$ cat src/rtl/reg_operand_seq_pkg.sv
// Shared widths, FSM encoding and the latched request record for the operand sequencer.
// No logic; latency: n/a.
// Backpressure: n/a.
package reg_operand_seq_pkg;
    localparam int DATA_W = 16;
    localparam int ADDR_W = 3;
    localparam int NREG   = 1 << ADDR_W;

    localparam logic [1:0] IDLE  = 2'd0;
    localparam logic [1:0] FETCH = 2'd1;
    localparam logic [1:0] HOLD  = 2'd2;

    typedef struct packed {
        logic [ADDR_W-1:0] sr1;
        logic              sr1_en;
        logic [ADDR_W-1:0] sr2;
        logic              sr2_en;
        logic [ADDR_W-1:0] dr;
        logic              dr_en;
    } req_t;
endpackage

$ cat src/rtl/reg_operand_seq_if.sv
// Request, operand-bundle and writeback channels between control/execute and the sequencer.
// Pure wiring; latency: none.
// Backpressure: req_ready/op_ready handshakes; writeback has none.
interface reg_operand_seq_if;
    import reg_operand_seq_pkg::*;

    logic              req_valid;
    logic              req_ready;
    logic [ADDR_W-1:0] req_sr1;
    logic              req_sr1_en;
    logic [ADDR_W-1:0] req_sr2;
    logic              req_sr2_en;
    logic [ADDR_W-1:0] req_dr;
    logic              req_dr_en;

    logic              op_valid;
    logic              op_ready;
    logic [DATA_W-1:0] op_a;
    logic [DATA_W-1:0] op_b;
    logic [ADDR_W-1:0] op_dr;
    logic              op_dr_en;

    logic              wb_valid;
    logic [ADDR_W-1:0] wb_addr;
    logic [DATA_W-1:0] wb_data;
    logic              wb_unexp;

    modport master (
        output req_valid, req_sr1, req_sr1_en, req_sr2, req_sr2_en, req_dr, req_dr_en,
        input  req_ready,
        input  op_valid, op_a, op_b, op_dr, op_dr_en,
        output op_ready,
        output wb_valid, wb_addr, wb_data,
        input  wb_unexp
    );

    modport slave (
        input  req_valid, req_sr1, req_sr1_en, req_sr2, req_sr2_en, req_dr, req_dr_en,
        output req_ready,
        output op_valid, op_a, op_b, op_dr, op_dr_en,
        input  op_ready,
        input  wb_valid, wb_addr, wb_data,
        output wb_unexp
    );
endinterface

$ cat src/rtl/reg_operand_seq_scoreboard.sv
// Busy scoreboard: one bit per register, set on issue, cleared on writeback, set wins on collision.
// Latency: set/clear visible the cycle after the edge; lookups combinational.
// Backpressure: none.
module reg_scoreboard
    import reg_operand_seq_pkg::*;
(
    input  logic              clk,
    input  logic              reset,
    input  logic              set_en,
    input  logic [ADDR_W-1:0] set_addr,
    input  logic              clr_en,
    input  logic [ADDR_W-1:0] clr_addr,
    input  logic [ADDR_W-1:0] look1_addr,
    input  logic [ADDR_W-1:0] look2_addr,
    output logic              look1_busy,
    output logic              look2_busy,
    output logic [NREG-1:0]   busy
);
    logic [NREG-1:0] set_mask;
    logic [NREG-1:0] clr_mask;

    always_comb begin
        set_mask = '0;
        clr_mask = '0;
        if (set_en) set_mask[set_addr] = 1'b1;
        if (clr_en) clr_mask[clr_addr] = 1'b1;
    end

    always_ff @(posedge clk or posedge reset) begin
        if (reset) busy <= '0;
        else       busy <= (busy & ~clr_mask) | set_mask;
    end

    assign look1_busy = busy[look1_addr];
    assign look2_busy = busy[look2_addr];
endmodule

$ cat src/rtl/reg_operand_seq.sv
// Operand sequencer: fetches SR1/SR2 from the register file, stalls on busy sources, commits writebacks.
// Latency: op_valid two edges after req_valid is presented in IDLE (plus stall cycles).
// Backpressure: one request in flight; req_ready low until op bundle is consumed; writebacks never stall.
module reg_operand_seq
    import reg_operand_seq_pkg::*;
(
    input  logic              clk,
    input  logic              reset,
    reg_operand_seq_if.slave  sif,
    output logic [ADDR_W-1:0] rf_readAddr1,
    output logic [ADDR_W-1:0] rf_readAddr2,
    output logic [ADDR_W-1:0] rf_writeAddr,
    output logic              rf_write,
    output logic [DATA_W-1:0] rf_in,
    input  logic [DATA_W-1:0] rf_out1,
    input  logic [DATA_W-1:0] rf_out2
);
    logic [1:0]        state;
    req_t              lat;
    logic [NREG-1:0]   busy;
    logic              sr1_busy;
    logic              sr2_busy;
    logic              hazard;
    logic              issue;
    logic              wb_fire;
    logic              op_valid_q;
    logic [DATA_W-1:0] op_a_q;
    logic [DATA_W-1:0] op_b_q;
    logic [ADDR_W-1:0] op_dr_q;
    logic              op_dr_en_q;
    logic              wb_unexp_q;

    assign hazard = (lat.sr1_en & sr1_busy) | (lat.sr2_en & sr2_busy);
    assign issue  = (state == FETCH) & ~hazard;

    reg_scoreboard u_scoreboard (
        .clk        (clk),
        .reset      (reset),
        .set_en     (issue & lat.dr_en),
        .set_addr   (lat.dr),
        .clr_en     (sif.wb_valid),
        .clr_addr   (sif.wb_addr),
        .look1_addr (lat.sr1),
        .look2_addr (lat.sr2),
        .look1_busy (sr1_busy),
        .look2_busy (sr2_busy),
        .busy       (busy)
    );

    always_ff @(posedge clk or posedge reset) begin
        if (reset) begin
            state      <= IDLE;
            lat        <= '0;
            op_valid_q <= 1'b0;
            op_a_q     <= '0;
            op_b_q     <= '0;
            op_dr_q    <= '0;
            op_dr_en_q <= 1'b0;
        end else begin
            case (state)
                IDLE: if (sif.req_valid) begin
                    lat.sr1    <= sif.req_sr1;
                    lat.sr1_en <= sif.req_sr1_en;
                    lat.sr2    <= sif.req_sr2;
                    lat.sr2_en <= sif.req_sr2_en;
                    lat.dr     <= sif.req_dr;
                    lat.dr_en  <= sif.req_dr_en;
                    state      <= FETCH;
                end
                FETCH: if (!hazard) begin
                    op_a_q     <= rf_out1;
                    op_b_q     <= lat.sr2_en ? rf_out2 : '0;
                    op_dr_q    <= lat.dr;
                    op_dr_en_q <= lat.dr_en;
                    op_valid_q <= 1'b1;
                    state      <= HOLD;
                end
                HOLD: if (sif.op_ready) begin
                    op_valid_q <= 1'b0;
                    state      <= IDLE;
                end
                default: state <= IDLE;
            endcase
        end
    end

    // Flag is judged against busy before this edge's own clear.
    always_ff @(posedge clk or posedge reset) begin
        if (reset) wb_unexp_q <= 1'b0;
        else       wb_unexp_q <= sif.wb_valid & ~busy[sif.wb_addr];
    end

    // Writeback path is combinational so the register file updates on the same edge; reset blocks it.
    assign wb_fire      = sif.wb_valid & ~reset;
    assign rf_write     = ~wb_fire;
    assign rf_writeAddr = wb_fire ? sif.wb_addr : '0;
    assign rf_in        = wb_fire ? sif.wb_data : '0;

    assign rf_readAddr1 = lat.sr1;
    assign rf_readAddr2 = lat.sr2;

    assign sif.req_ready = (state == IDLE);
    assign sif.op_valid  = op_valid_q;
    assign sif.op_a      = op_a_q;
    assign sif.op_b      = op_b_q;
    assign sif.op_dr     = op_dr_q;
    assign sif.op_dr_en  = op_dr_en_q;
    assign sif.wb_unexp  = wb_unexp_q;
endmodule

$ cat src/flat_wrapper.sv
// flat-port wrapper written by rule: the top's interface ports become plain ports
module reg_operand_seq_flat import reg_operand_seq_pkg::*;
  (clk, reset, rf_readAddr1, rf_readAddr2, rf_writeAddr, rf_write, rf_in, rf_out1, rf_out2, sif_req_valid, sif_req_sr1, sif_req_sr1_en, sif_req_sr2, sif_req_sr2_en, sif_req_dr, sif_req_dr_en, sif_req_ready, sif_op_valid, sif_op_a, sif_op_b, sif_op_dr, sif_op_dr_en, sif_op_ready, sif_wb_valid, sif_wb_addr, sif_wb_data, sif_wb_unexp);
  reg_operand_seq_if sif_i ();
  input  logic clk;
  input  logic reset;
  output logic [ADDR_W-1:0] rf_readAddr1;
  output logic [ADDR_W-1:0] rf_readAddr2;
  output logic [ADDR_W-1:0] rf_writeAddr;
  output logic rf_write;
  output logic [DATA_W-1:0] rf_in;
  input  logic [DATA_W-1:0] rf_out1;
  input  logic [DATA_W-1:0] rf_out2;
  input wire logic [$bits(sif_i.req_valid)-1:0] sif_req_valid;
  input wire logic [$bits(sif_i.req_sr1)-1:0] sif_req_sr1;
  input wire logic [$bits(sif_i.req_sr1_en)-1:0] sif_req_sr1_en;
  input wire logic [$bits(sif_i.req_sr2)-1:0] sif_req_sr2;
  input wire logic [$bits(sif_i.req_sr2_en)-1:0] sif_req_sr2_en;
  input wire logic [$bits(sif_i.req_dr)-1:0] sif_req_dr;
  input wire logic [$bits(sif_i.req_dr_en)-1:0] sif_req_dr_en;
  output wire logic [$bits(sif_i.req_ready)-1:0] sif_req_ready;
  output wire logic [$bits(sif_i.op_valid)-1:0] sif_op_valid;
  output wire logic [$bits(sif_i.op_a)-1:0] sif_op_a;
  output wire logic [$bits(sif_i.op_b)-1:0] sif_op_b;
  output wire logic [$bits(sif_i.op_dr)-1:0] sif_op_dr;
  output wire logic [$bits(sif_i.op_dr_en)-1:0] sif_op_dr_en;
  input wire logic [$bits(sif_i.op_ready)-1:0] sif_op_ready;
  input wire logic [$bits(sif_i.wb_valid)-1:0] sif_wb_valid;
  input wire logic [$bits(sif_i.wb_addr)-1:0] sif_wb_addr;
  input wire logic [$bits(sif_i.wb_data)-1:0] sif_wb_data;
  output wire logic [$bits(sif_i.wb_unexp)-1:0] sif_wb_unexp;
  assign sif_i.req_valid = sif_req_valid;
  assign sif_i.req_sr1 = sif_req_sr1;
  assign sif_i.req_sr1_en = sif_req_sr1_en;
  assign sif_i.req_sr2 = sif_req_sr2;
  assign sif_i.req_sr2_en = sif_req_sr2_en;
  assign sif_i.req_dr = sif_req_dr;
  assign sif_i.req_dr_en = sif_req_dr_en;
  assign sif_req_ready = sif_i.req_ready;
  assign sif_op_valid = sif_i.op_valid;
  assign sif_op_a = sif_i.op_a;
  assign sif_op_b = sif_i.op_b;
  assign sif_op_dr = sif_i.op_dr;
  assign sif_op_dr_en = sif_i.op_dr_en;
  assign sif_i.op_ready = sif_op_ready;
  assign sif_i.wb_valid = sif_wb_valid;
  assign sif_i.wb_addr = sif_wb_addr;
  assign sif_i.wb_data = sif_wb_data;
  assign sif_wb_unexp = sif_i.wb_unexp;
  reg_operand_seq u_core (.clk(clk), .reset(reset), .sif(sif_i), .rf_readAddr1(rf_readAddr1), .rf_readAddr2(rf_readAddr2), .rf_writeAddr(rf_writeAddr), .rf_write(rf_write), .rf_in(rf_in), .rf_out1(rf_out1), .rf_out2(rf_out2));
endmodule
$ cat config.mk
export PLATFORM = sky130hd
export DESIGN_NAME = reg_operand_seq_flat
export DESIGN_NICKNAME = d
export VERILOG_FILES = /design/src/rtl/reg_operand_seq_pkg.sv /design/src/rtl/reg_operand_seq_if.sv /design/src/rtl/reg_operand_seq_scoreboard.sv /design/src/rtl/reg_operand_seq.sv /design/src/flat_wrapper.sv
export SDC_FILE = /design/constraint.sdc
export NUM_CORES = 1
export LEC_CHECK = 0
export CORE_ASPECT_RATIO = 0.75
export CORE_MARGIN = 3
export CORE_UTILIZATION = 40
export CTS_BUF_LIST = sky130_fd_sc_hd__clkbuf_8 sky130_fd_sc_hd__clkbuf_16
export CTS_CLUSTER_DIAMETER = 30
export DETAILED_ROUTE_END_ITERATION = 8
export PLACE_DENSITY = 0.79
export SYNTH_ARGS = -nofsm -noshare
export SYNTH_HDL_FRONTEND = slang
export SYNTH_HIERARCHICAL = 1
export SYNTH_SLANG_ARGS = --single-unit
$ cat constraint.sdc
create_clock -name clk -period 2.9 [get_ports clk]
set_input_delay 0.58 -clock clk [delete_from_list [all_inputs] [get_ports clk]]
set_output_delay 0.58 -clock clk [all_outputs]
set_load 0.005 [all_outputs]
==> metrics.md, run 1 <==
| Metric | Value |
|---|---|
| Status | `finished clean` |
| Area growth, synth to finish | `57.1%` |
| Slew @ Worst Pin | `0.630 ns` |
| Final worst path period share | `0.909` |
| PnR worst setup slack | `0.263 ns` |
| Max Root-Sink Buffers | `2` |
| Diodes inserted | `0` |
| Synth Area in Adders | `0` |
| Hold Buf Count CTS | `0` |
| First-pass GRT wire length | `11.6 mm` |
| Peak supply drop | `0.549 mV` |
| Leak Pwr | `2.01 nW` |
| Clock root buffer | `clkbuf_8` |
| Hold WS | `0.505 ns` |
| Largest area contributor in the netlist | `dfrtp_1` |
| Post-DP HPWL | `5.43 mm` |
| Post-synthesis instance total | `228` |
| Area taken by multi-input logic gates | `0.00117 mm2` |
| Initial antenna violation count | `0` |
| Wire per inst | `15.3 um` |
| Setup TNS | `0 ns` |
| XOR/XNOR Fraction of Synth Area | `0` |
| Setup bufs post-CTS | `0` |
| Via count | `2156` |
| PortBufs | `132` |
| Worst skew pair latency | `0.33 ns` |
| Final wirelength | `7.13 mm` |
| Grt ovf | `0` |
| Cell Rows | `26` |
| Initial drt markers | `44` |
| Hold Violations, Final | `0` |
| Gr usage total | `0.178` |
| Clock Sinks | `60` |
| Fill cells | `533` |
| Setup violations, final | `0` |
| WP data required | `2.32 ns` |
| HP Class | `reg -> reg` |
| Crit start category | `input pin` |
| Max-Slew Margin vs Limit | `0.580` |
| Final ANT Viol Nets | `0` |
| Top cells by area, synth | `dfrtp_1 52%, mux2_2 13%, mux2i_1 7.0%` |
| FF+latch count, synth | `60` |
| Design area | `0.00450 mm2` |
| Total Nets Final | `432` |
| CP max FO | `20` |
| Largest net degree at the start of global routing | `38` |
| Max Cap Viol | `0` |
| Vias in the first global route | `2283` |
| CTS resizes | `0` |
| CTS H-tree lvls | `3` |
| Post-synthesis mux area share | `0.251` |
| Critical Path AT | `2.06 ns` |
| Final non-filler cell total | `467` |
| CTS clk-pin slew, worst paths | `0.07 ns` |
| Pre-CTS setup slack | `0.263 ns` |
| FF+latch area | `0.00150 mm2` |
| Minimum clock period | `2.64 ns` |
| Die ar. | `0.00823 mm2` |
| Final GP Congestion | `0.767` |
| Largest family of logic cells by synthesized area | `multiplexers` |
| Fin. max-slew vios | `0` |
| Share of cells above drive strength 1 | `0.171` |
| Area after DPL | `0.00427 mm2` |
| Post-synthesis sequential area ratio | `0.524` |
| Critical Path End Type | `primary output` |
| Residual DRC | `0` |
| Total CTS buffers | `9` |
| Vias per inst | `4.62` |
| F_max | `0.379 GHz` |
| Crit path kind | `in -> out` |
| Starting density of the core | `0.417` |
| Cell area after synthesis | `0.00287 mm2` |
| Die height | `79.3 um` |
| Inst Count DP | `451` |
| Top-area cell type share of the netlist area | `0.524` |
| Final setup skew | `0.0105 ns` |
| Yosys Warn Count | `6` |
| PwrDens | `933 mW/mm2` |
| Mapped Avg Cell Area | `12.6 um2` |
| Fraction of the mapped netlist area in compound gates | `0.0415` |
| IO Pins | `133` |
| Die Span X | `104 um` |
| Core area | `0.00686 mm2` |
| CTS tree | `yes` |
| Synth Net Count | `296` |
| TritonRoute pass-1 iters | `4` |
| Post-synthesis simple-gate area fraction | `0.118` |
| Unrepaired setup endpoints after global routing | `no` |
| Yosys cell types | `27` |
==> sequential cells by signal, summed over array words and instances, names as in the netlist <==
| signal | cells |
|---|---|
| u_core/u_scoreboard/busy | 8 |
| u_core/rf_readAddr1 | 3 |
| u_core/lat | 6 |
| u_core/sif.op_valid | 1 |
| u_core/state | 2 |
| u_core/sif.wb_unexp | 1 |
| u_core/rf_readAddr2 | 3 |
| u_core/sif.op_b | 16 |
| u_core/sif.op_a | 16 |
| u_core/sif.op_dr | 3 |
| u_core/sif.op_dr_en | 1 |
==> synthesized netlist by cell type, drive strengths merged <==
master	number
mux2i	20
nor2	5
nand2	20
a22o	3
clkbuf	3
and2	21
a32o	4
nand4	1
nand3b	1
nor2b	4
nand4bb	3
a22oi	1
o21ai	1
mux2	34
mux4	5
a21oi	2
dfrtp	60
or4b	1
inv	21
a211oi	1
o2bb2ai	1
nand4b	3
buf	13
==> kinds of logic after synthesis <==
family | Yosys count
and+or+nand+nor | 59
muxes | 59
DFF | 60
buffers and inverters | 37
AOI/OAI and AO/OA | 13
==> stage by stage <==
| step | power, mW | util |
|---|---|---|
| final | 4.20 | 0.656 |
| after detailed placement | 3.36 | 0.622 |
| after floorplan | 2.53 | - |
| after global placement | 3.30 | 0.622 |
| after CTS | 4.26 | 0.656 |
| after global routing | 4.47 | 0.656 |
==> worst max-delay path: stages <==
cell and delay, ns:
clkdlybuf4s50_1 0.48, nor2b_1 0.13, buf_4 0.20, and2_1 0.15, clkdlybuf4s50_1 0.51
==> report_power, final <==
part / internal, mW / total [mW] / switching (mW)
clock network: 0.532 / 0.874 / 0.342
logic: 1.17 / 1.78 / 0.609
registers: 1.22 / 1.54 / 0.323
==> layer usage <==
metal / part of all wire / track usage / up-vias / wire [um]
met2: 0.48 / 0.292 / 76 / 3420
met1: 0.43 / 0.219 / 1024 / 3060
met5: 0 / 0 / - / 0
met3: 0.080 / 0.0682 / 8 / 567
met4: 0.012 / 0.0611 / 0 / 85
li1: - / - / 1048 / -
==> layout make-up <==
class                      count  share of cell area
timing repair buffer         141               0.309
clock inverter                 5              0.0186
clock buffer                  11              0.0336
multi-input combinational    131               0.261
sequential                    60               0.334
inverter                      21              0.0175
tap                           98              0.0272
==> worst paths after layout <==
kind | to | from | slack (ns) | depth (start not counted)
hold reg to reg | u_core/sif.op_a[3] | u_core/sif.op_a[3] | 0.50 | 1
max in group asynchronous | u_core/sif.op_a[9] | reset | 1.59 | 3
min in group asynchronous | u_core/u_scoreboard/busy[4] | reset | 0.58 | 2
hold / removal | u_core/sif.op_a[3] | u_core/sif.op_a[3] | 0.50 | 1
setup reg to reg | u_core/sif.op_dr[0] | u_core/rf_readAddr1[0] | 0.46 | 6
setup / recovery | rf_in[6] | sif_wb_valid | 0.26 | 5
==> placed cells by master (no fill, tap or decap), types with 2 or more instances in the layout <==
| cell type | instances |
|---|---|
| mux2_4 | 2 |
| bufinv_16 | 2 |
| nand4b_1 | 3 |
| nor2_1 | 5 |
| nand2_1 | 20 |
| nor2b_1 | 4 |
| buf_4 | 9 |
| clkbuf_8 | 11 |
| a22o_1 | 3 |
| clkdlybuf4s50_1 | 132 |
| clkinvlp_4 | 2 |
| nand4bb_1 | 3 |
| dfrtp_1 | 60 |
| and2_1 | 21 |
| mux2_2 | 32 |
| mux2i_1 | 20 |
| a21oi_1 | 2 |
| a32o_1 | 4 |
| inv_1 | 20 |
| mux4_1 | 4 |
(Power assumes the default switching activity.)
==> run 2, diff against run 1 <==
Settings changed: CORE_UTILIZATION 40 to 37, PLACE_DENSITY 0.79 to 0.77.
Clock period 2.9 ns to 2.3 ns, I/O delays scaled along.
==> run 2 against run 1 <==
  * Non-clock buffer count increased by 19
  * Cell area increased by 2.3%
  * Critical path type unchanged
  * Flip-flop and latch count did not move
  * Largest cell class is now buffers
  * Clock power shrank 8.4%
==> metrics.md, run 2 (synthesis results as in run 1) <==
| Metric | Value |
|---|---|
| Area after DPL | `0.00436 mm2 (+2.3%)` |
| Most common cell after layout, fill and taps aside | `clkdlybuf4s50_1` |
| Max Cap Viol | `0 (unchanged)` |
| Core area | `0.00743 mm2 (+8.3%)` |
| Critical-path cell list | `clkdlybuf4s50_1, nor2b_4, buf_6, buf_4, buf_4, and2_1, dlygate4sd2_1` |
| Clock Sinks | `60 (unchanged)` |
| FF-to-FF End | `u_core/u_scoreboard/busy[6]` |
| CTS tree | `yes` |
| CTS clk-pin slew, worst paths | `0.07 ns (about the same)` |
| FF+latch area | `0.00150 mm2 (+0.17%)` |
| Share of cells above drive strength 1 | `0.229 (+0.0586)` |
| TritonRoute pass-1 iters | `4 (unchanged)` |
| Diodes inserted | `0 (unchanged)` |
| WP data required | `1.84 ns (-0.48 ns)` |
| Residual DRC | `0 (unchanged)` |
| Final wirelength | `7.29 mm (+2.3%)` |
| Fill cells | `621 (+17%)` |
| Crit start category | `input pin` |
| Fin. max-slew vios | `0 (unchanged)` |
| Initial antenna violation count | `0 (unchanged)` |
| Largest net degree at the start of global routing | `32 (-16%)` |
| Die Span X | `108 um (+3.7%)` |
| Buffers & Inverters on Critical Path | `5 (+2)` |
| Total Nets Final | `451 (+4.4%)` |
| Total CTS buffers | `9 (unchanged)` |
| Final ANT Viol Nets | `0 (unchanged)` |
| Worst skew pair latency | `0.33 ns (about the same)` |
| Setup violations, final | `0 (unchanged)` |
| IO Pins | `133 (unchanged)` |
| Worst r2r src | `u_core/rf_readAddr2[0]` |
| Stages on worst setup path | `7 (+2)` |
| Final worst path period share | `0.982` |
| Worst reg2reg setup slack | `0.08 ns (-0.38 ns)` |
| Max-Slew Margin vs Limit | `0.740 (+0.160)` |
| Final GP Congestion | `0.835 (+8.9%)` |
| CP max FO | `4 (-80%)` |
| Initial drt markers | `80 (+82%)` |
| Hold Violations, Final | `0 (unchanged)` |
| Max Root-Sink Buffers | `2 (unchanged)` |
| Die height | `82.2 um (+3.7%)` |
| Leak Pwr | `2.16 nW (+7.4%)` |
| CP max-delay cell | `clkdlybuf4s50_1` |
| Clock root buffer | `clkbuf_8` |
| Setup crit start | `sif_wb_valid` |
| Critical Path AT | `1.80 ns (-0.26 ns)` |
| Starting density of the core | `0.386 (-0.0319)` |
| Post-DP HPWL | `5.44 mm (+0.20%)` |
| First-pass GRT wire length | `11.5 mm (-0.12%)` |
| CTS H-tree lvls | `3 (unchanged)` |
| Most frequent cells in the layout | `111 x clkdlybuf4s50_1, 58 x dfrtp_1, 31 x mux2_2, 24 x buf_4` |
| Slew @ Worst Pin | `0.390 ns (-0.240 ns)` |
| Vias in the first global route | `2297 (+0.61%)` |
| Area growth, synth to finish | `60.7%` |
| PortBufs | `132 (unchanged)` |
| Critical Path End Type | `primary output` |
| CP top delay family | `buffers and inverters` |
| CP max stage delay | `0.42 ns (-0.09 ns)` |
| Post-layout total power | `5.25 mW (+25%)` |
| Final setup skew | `0.00979 ns (-0.000678 ns)` |
| R2R depth | `8 (+2)` |
| PwrDens | `1140 mW/mm2 (+22%)` |
| Cell Rows | `27 (+3.8%)` |
| Area taken by multi-input logic gates | `0.00120 mm2 (+2.0%)` |
| F_max | `0.443 GHz` |
| Wire per inst | `14.9 um (-2.3%)` |
| Design area | `0.00460 mm2 (+2.3%)` |
| Gr usage total | `0.171 (-0.00782)` |
| Die ar. | `0.00885 mm2 (+7.6%)` |
| Peak supply drop | `0.642 mV (+17%)` |
| Crit-path most repeated cell | `buf_4` |
| Status | `finished clean` |
| Via count | `2304 (+6.9%)` |
| Grt ovf | `0 (unchanged)` |
| HP Class | `in -> async` |
| Crit path kind | `in -> out` |
| Critical path destination | `rf_in[10]` |
| Minimum clock period | `2.26 ns` |
| Vias per inst | `4.71 (+2.1%)` |
[run 2: cell count changes in the layout (fill, tap and decap cells not counted), moves of 3 or more]
cell	before	now
clkdlybuf4s50_1	132	111
dlygate4sd2_1	0	19
buf_4	9	24
buf_6	0	4
mux4_1	4	1
mux4_2	1	4
[run 2: worst reg2reg max path, stage by stage (launching register included)]
cell,delay [ns]
dfrtp_2,0.40
mux4_1,0.54
mux2_2,0.30
a22oi_4,0.19
nand3b_4,0.11
buf_6,0.14
nor2_4,0.08
nor2b_4,0.20
a32o_1,0.18
[run 2: metrics by stage]
stage	hold WS, ns	util	worst slack [ns]	cells	TNS (ns)
2_1_floorplan	0.276	-	0.0214	228	0
3_3_place_gp	0.487	0.587	-0.0740	465	-1.31
3_5_place_dp	0.493	0.587	-0.133	465	-1.96
4_1_cts	0.404	0.611	-0.0428	483	-0.0428
5_1_grt	0.425	0.620	-0.0114	489	-0.0124
6_report	0.402	0.620	0.0416	489	0
[run 2: repair_timing]
action,in CTS,in global routing
pin swaps,0,2
resized for setup,25,8
hold buffers,0,0
buffers inserted,1,6
setup endpoints to repair,20,31
hold endpoints to repair,0,0
cloned,1,0
[run 2: worst min path at each step]
stage / start / endpoint / slack (ns) / cells after the start
final: reset / u_core/u_scoreboard/busy[6] / 0.40 / 3
after global routing: reset / u_core/u_scoreboard/busy[4] / 0.42 / 3
after CTS: reset / u_core/u_scoreboard/busy[6] / 0.40 / 3
after detailed placement: u_core/sif.op_dr[2] / u_core/sif.op_dr[2] / 0.49 / 1
after global placement: u_core/state[1] / u_core/state[0] / 0.49 / 1
after floorplan: reset / u_core/u_scoreboard/busy[0] / 0.28 / 1
[run 2: area by class of cell]
type | instances | area share
multi-input combinational | 131 | 0.260
timing repair buffer | 160 | 0.332
sequential | 60 | 0.327
inverter | 21 | 0.0171
clock buffer | 9 | 0.0269
clock inverter | 7 | 0.00978
tap | 101 | 0.0274
[run 2: power breakdown]
group / internal (mW) / switching, mW
sequential: 1.54 / 0.384
combinational: 1.67 / 0.854
clock: 0.383 / 0.418
[run 2: per-layer routing]
layer,vias to the layer above,part of all wire,track usage
met1,1119,0.43,0.217
met3,10,0.088,0.0808
met2,84,0.47,0.267
li1,1091,-,-
met5,-,0,0
met4,0,0.012,0.0378
==> run 3, diff against run 2 <==
Settings changed: CORE_MARGIN 3 to 1, REMOVE_ABC_BUFFERS set to 1.
==> run 3 against run 2 <==
  * Maximum frequency rose by 1.4%
  * Critical path depth stayed put
  * Power is 5.2% higher
==> metrics.md, run 3 (synthesis results as in run 1) <==
| Metric | Value |
|---|---|
| Total CTS buffers | `9 (unchanged)` |
| Worst skew pair latency | `0.33 ns (about the same)` |
| Inst Count DP | `475 (+2.2%)` |
| Most frequent cells in the layout | `130 x clkdlybuf4s50_1, 60 x dfrtp_1, 32 x mux2_2, 30 x buf_4` |
| Final worst path period share | `0.968 (-0.0136)` |
| Setup violations, final | `0 (unchanged)` |
| Worst r2r src | `u_core/rf_readAddr1[0]` |
| Grt ovf | `0 (unchanged)` |
| Max-Slew Margin vs Limit | `0.757 (+0.0165)` |
| PnR worst setup slack | `0.0730 ns (+0.0313 ns)` |
| Max Root-Sink Buffers | `2 (unchanged)` |
| Post-layout total power | `5.52 mW (+5.2%)` |
| Buffers & Inverters on Critical Path | `6 (+1)` |
| Final core utilization | `0.638 (+0.0185)` |
| Initial antenna violation count | `0 (unchanged)` |
| Fill cells | `595 (-4.2%)` |
| Status | `finished clean` |
| Peak supply drop | `0.556 mV (-13%)` |
| CP max stage delay | `0.49 ns (+0.07 ns)` |
| Via count | `2301 (-0.13%)` |
| Area after DPL | `0.00443 mm2 (+1.5%)` |
| Worst reg2reg setup slack | `0.09 ns (about the same)` |
| Clock Sinks | `60 (unchanged)` |
| Slew @ Worst Pin | `0.365 ns (-0.0248 ns)` |
| Core area | `0.00743 mm2 (unchanged)` |
| Design area | `0.00474 mm2 (+3.0%)` |
| Hold Buf Count CTS | `0 (unchanged)` |
| Crit path kind | `in -> out` |
| Max Cap Viol | `0 (unchanged)` |
| Diodes inserted | `0 (unchanged)` |
| FF+latch area | `0.00150 mm2 (-0.17%)` |
| CTS tree | `yes` |
| Setup crit start | `sif_wb_valid` |
| CTS clk-pin slew, worst paths | `0.06 ns (about the same)` |
| Initial drt markers | `63 (-21%)` |
| Fin. max-slew vios | `0 (unchanged)` |
| Vias per inst | `4.64 (-1.5%)` |
| Hold Violations, Final | `0 (unchanged)` |
| Gr usage total | `0.192 (+0.0210)` |
| Wire per inst | `14.7 um (-1.1%)` |
| PwrDens | `1160 mW/mm2 (+2.1%)` |
| Vias in the first global route | `2446 (+6.5%)` |
| Starting density of the core | `0.386 (unchanged)` |
| FF-to-FF End | `u_core/sif.op_a[4]` |
| IO Pins | `133 (unchanged)` |
| Die Span X | `104 um (-3.7%)` |
| CP max FO | `5 (+1)` |
| CP max-delay cell | `clkdlybuf4s50_1` |
| Critical Path End Type | `primary output` |
| Final setup skew | `0.00645 ns (-0.00335 ns)` |
| Area growth, synth to finish | `65.5%` |
| Pre-CTS setup slack | `-0.0914 ns (+0.0413 ns)` |
| Total Nets Final | `458 (+1.6%)` |
| Final ANT Viol Nets | `0 (unchanged)` |
| CTS H-tree lvls | `3 (unchanged)` |
| PortBufs | `132 (unchanged)` |
| Crit start category | `input pin` |
| Most common cell after layout, fill and taps aside | `clkdlybuf4s50_1` |
| Crit-path most repeated cell | `buf_4` |
| Unrepaired setup endpoints after global routing | `no` |
| R2R depth | `6 (-2)` |
| Final GP Congestion | `0.848 (+1.6%)` |
| HP Class | `in -> async` |
| WP data required | `1.84 ns (about the same)` |
| Largest net degree at the start of global routing | `31 (-3.1%)` |
| Final non-filler cell total | `496 (+1.4%)` |
| Final wirelength | `7.31 mm (+0.32%)` |
| Die height | `78.2 um (-4.9%)` |
| Area taken by multi-input logic gates | `0.00120 mm2 (+0.21%)` |
| Cell Rows | `27 (unchanged)` |
| Leak Pwr | `2.16 nW (+0.13%)` |
| Clock root buffer | `clkbuf_8` |
| F_max | `0.449 GHz (+1.4%)` |
| TritonRoute pass-1 iters | `4 (unchanged)` |
| Minimum clock period | `2.23 ns (-0.0313 ns)` |
| Critical-path cell list | `dlygate4sd2_1, nor2b_4, buf_6, buf_4, buf_4, inv_1, clkdlybuf4s50_1` |
| Die ar. | `0.00810 mm2 (-8.4%)` |
| Critical Path AT | `1.77 ns (-0.03 ns)` |
| Residual DRC | `0 (unchanged)` |
| CP top delay family | `buffers and inverters` |
| First-pass GRT wire length | `12.1 mm (+4.7%)` |
| Post-DP HPWL | `5.35 mm (-1.7%)` |
| Share of cells above drive strength 1 | `0.230 (+0.000998)` |
==> run 3: cell types whose count changed in the layout (fill, tap and decap cells not counted), sizes merged, moves of 2 or more <==
cell | previous run | this run
clkdlybuf4s50 | 111 | 130
dlygate4sd2 | 19 | 2
buf | 28 | 34
clkbuf | 9 | 12
clkinvlp | 3 | 1
dlymetal6s2s | 2 | 0
==> run 3: final cells by class <==
type	instances	area share
timing repair buffer	167	0.344
sequential	60	0.317
clock buffer	11	0.0319
tap	101	0.0266
multi-input combinational	131	0.253
inverter	21	0.0166
clock inverter	5	0.0108
==> run 3: power by group <==
group,total [mW],internal (mW),leakage [nW],switching (mW)
clock,0.950,0.551,0.107,0.398
sequential,1.90,1.54,0.737,0.362
combinational,2.67,1.77,1.32,0.904
==> run 3: worst register-to-register path, cell delays in order (launching register included) <==
cell and delay [ns]:
dfrtp_1 0.39, mux4_1 0.57, mux2_2 0.30, a22oi_4 0.21, nand3b_4 0.15, clkbuf_16 0.22, mux2_2 0.28
==> run 3: repair_timing <==
action | 4_1_cts | 5_1_grt
buffers inserted | 3 | 0
gates resized for setup | 12 | 5
endpoints found under the setup margin | 39 | 30
gates cloned | 1 | 1
pin swaps | 0 | 1
==> run 3: metrics by stage <==
| stage | TNS, ns | hold WS (ns) |
|---|---|---|
| 6_report | 0 | 0.388 |
| 5_1_grt | 0 | 0.410 |
| 4_1_cts | 0 | 0.383 |
| 3_5_place_dp | -1.64 | 0.490 |
| 3_3_place_gp | -0.792 | 0.490 |
| 2_1_floorplan | -16.57 | 0.276 |
==> run 3: worst max path at each step <==
stage	end	cells past startpoint
2_1_floorplan	u_core/u_scoreboard/busy[6]	7
3_3_place_gp	rf_in[7]	5
3_5_place_dp	rf_in[0]	5
4_1_cts	u_core/sif.op_b[10]	7
5_1_grt	u_core/sif.op_b[1]	7
6_report	rf_write	7
==> run 3: routing by layer <==
layer	part of all wire	global-route usage	vias up	wire, um
met5	0	0	-	0
met4	0.013	0.0652	0	97
met3	0.062	0.0548	13	456
met2	0.46	0.301	82	3370
met1	0.46	0.256	1107	3390
li1	-	-	1099	-
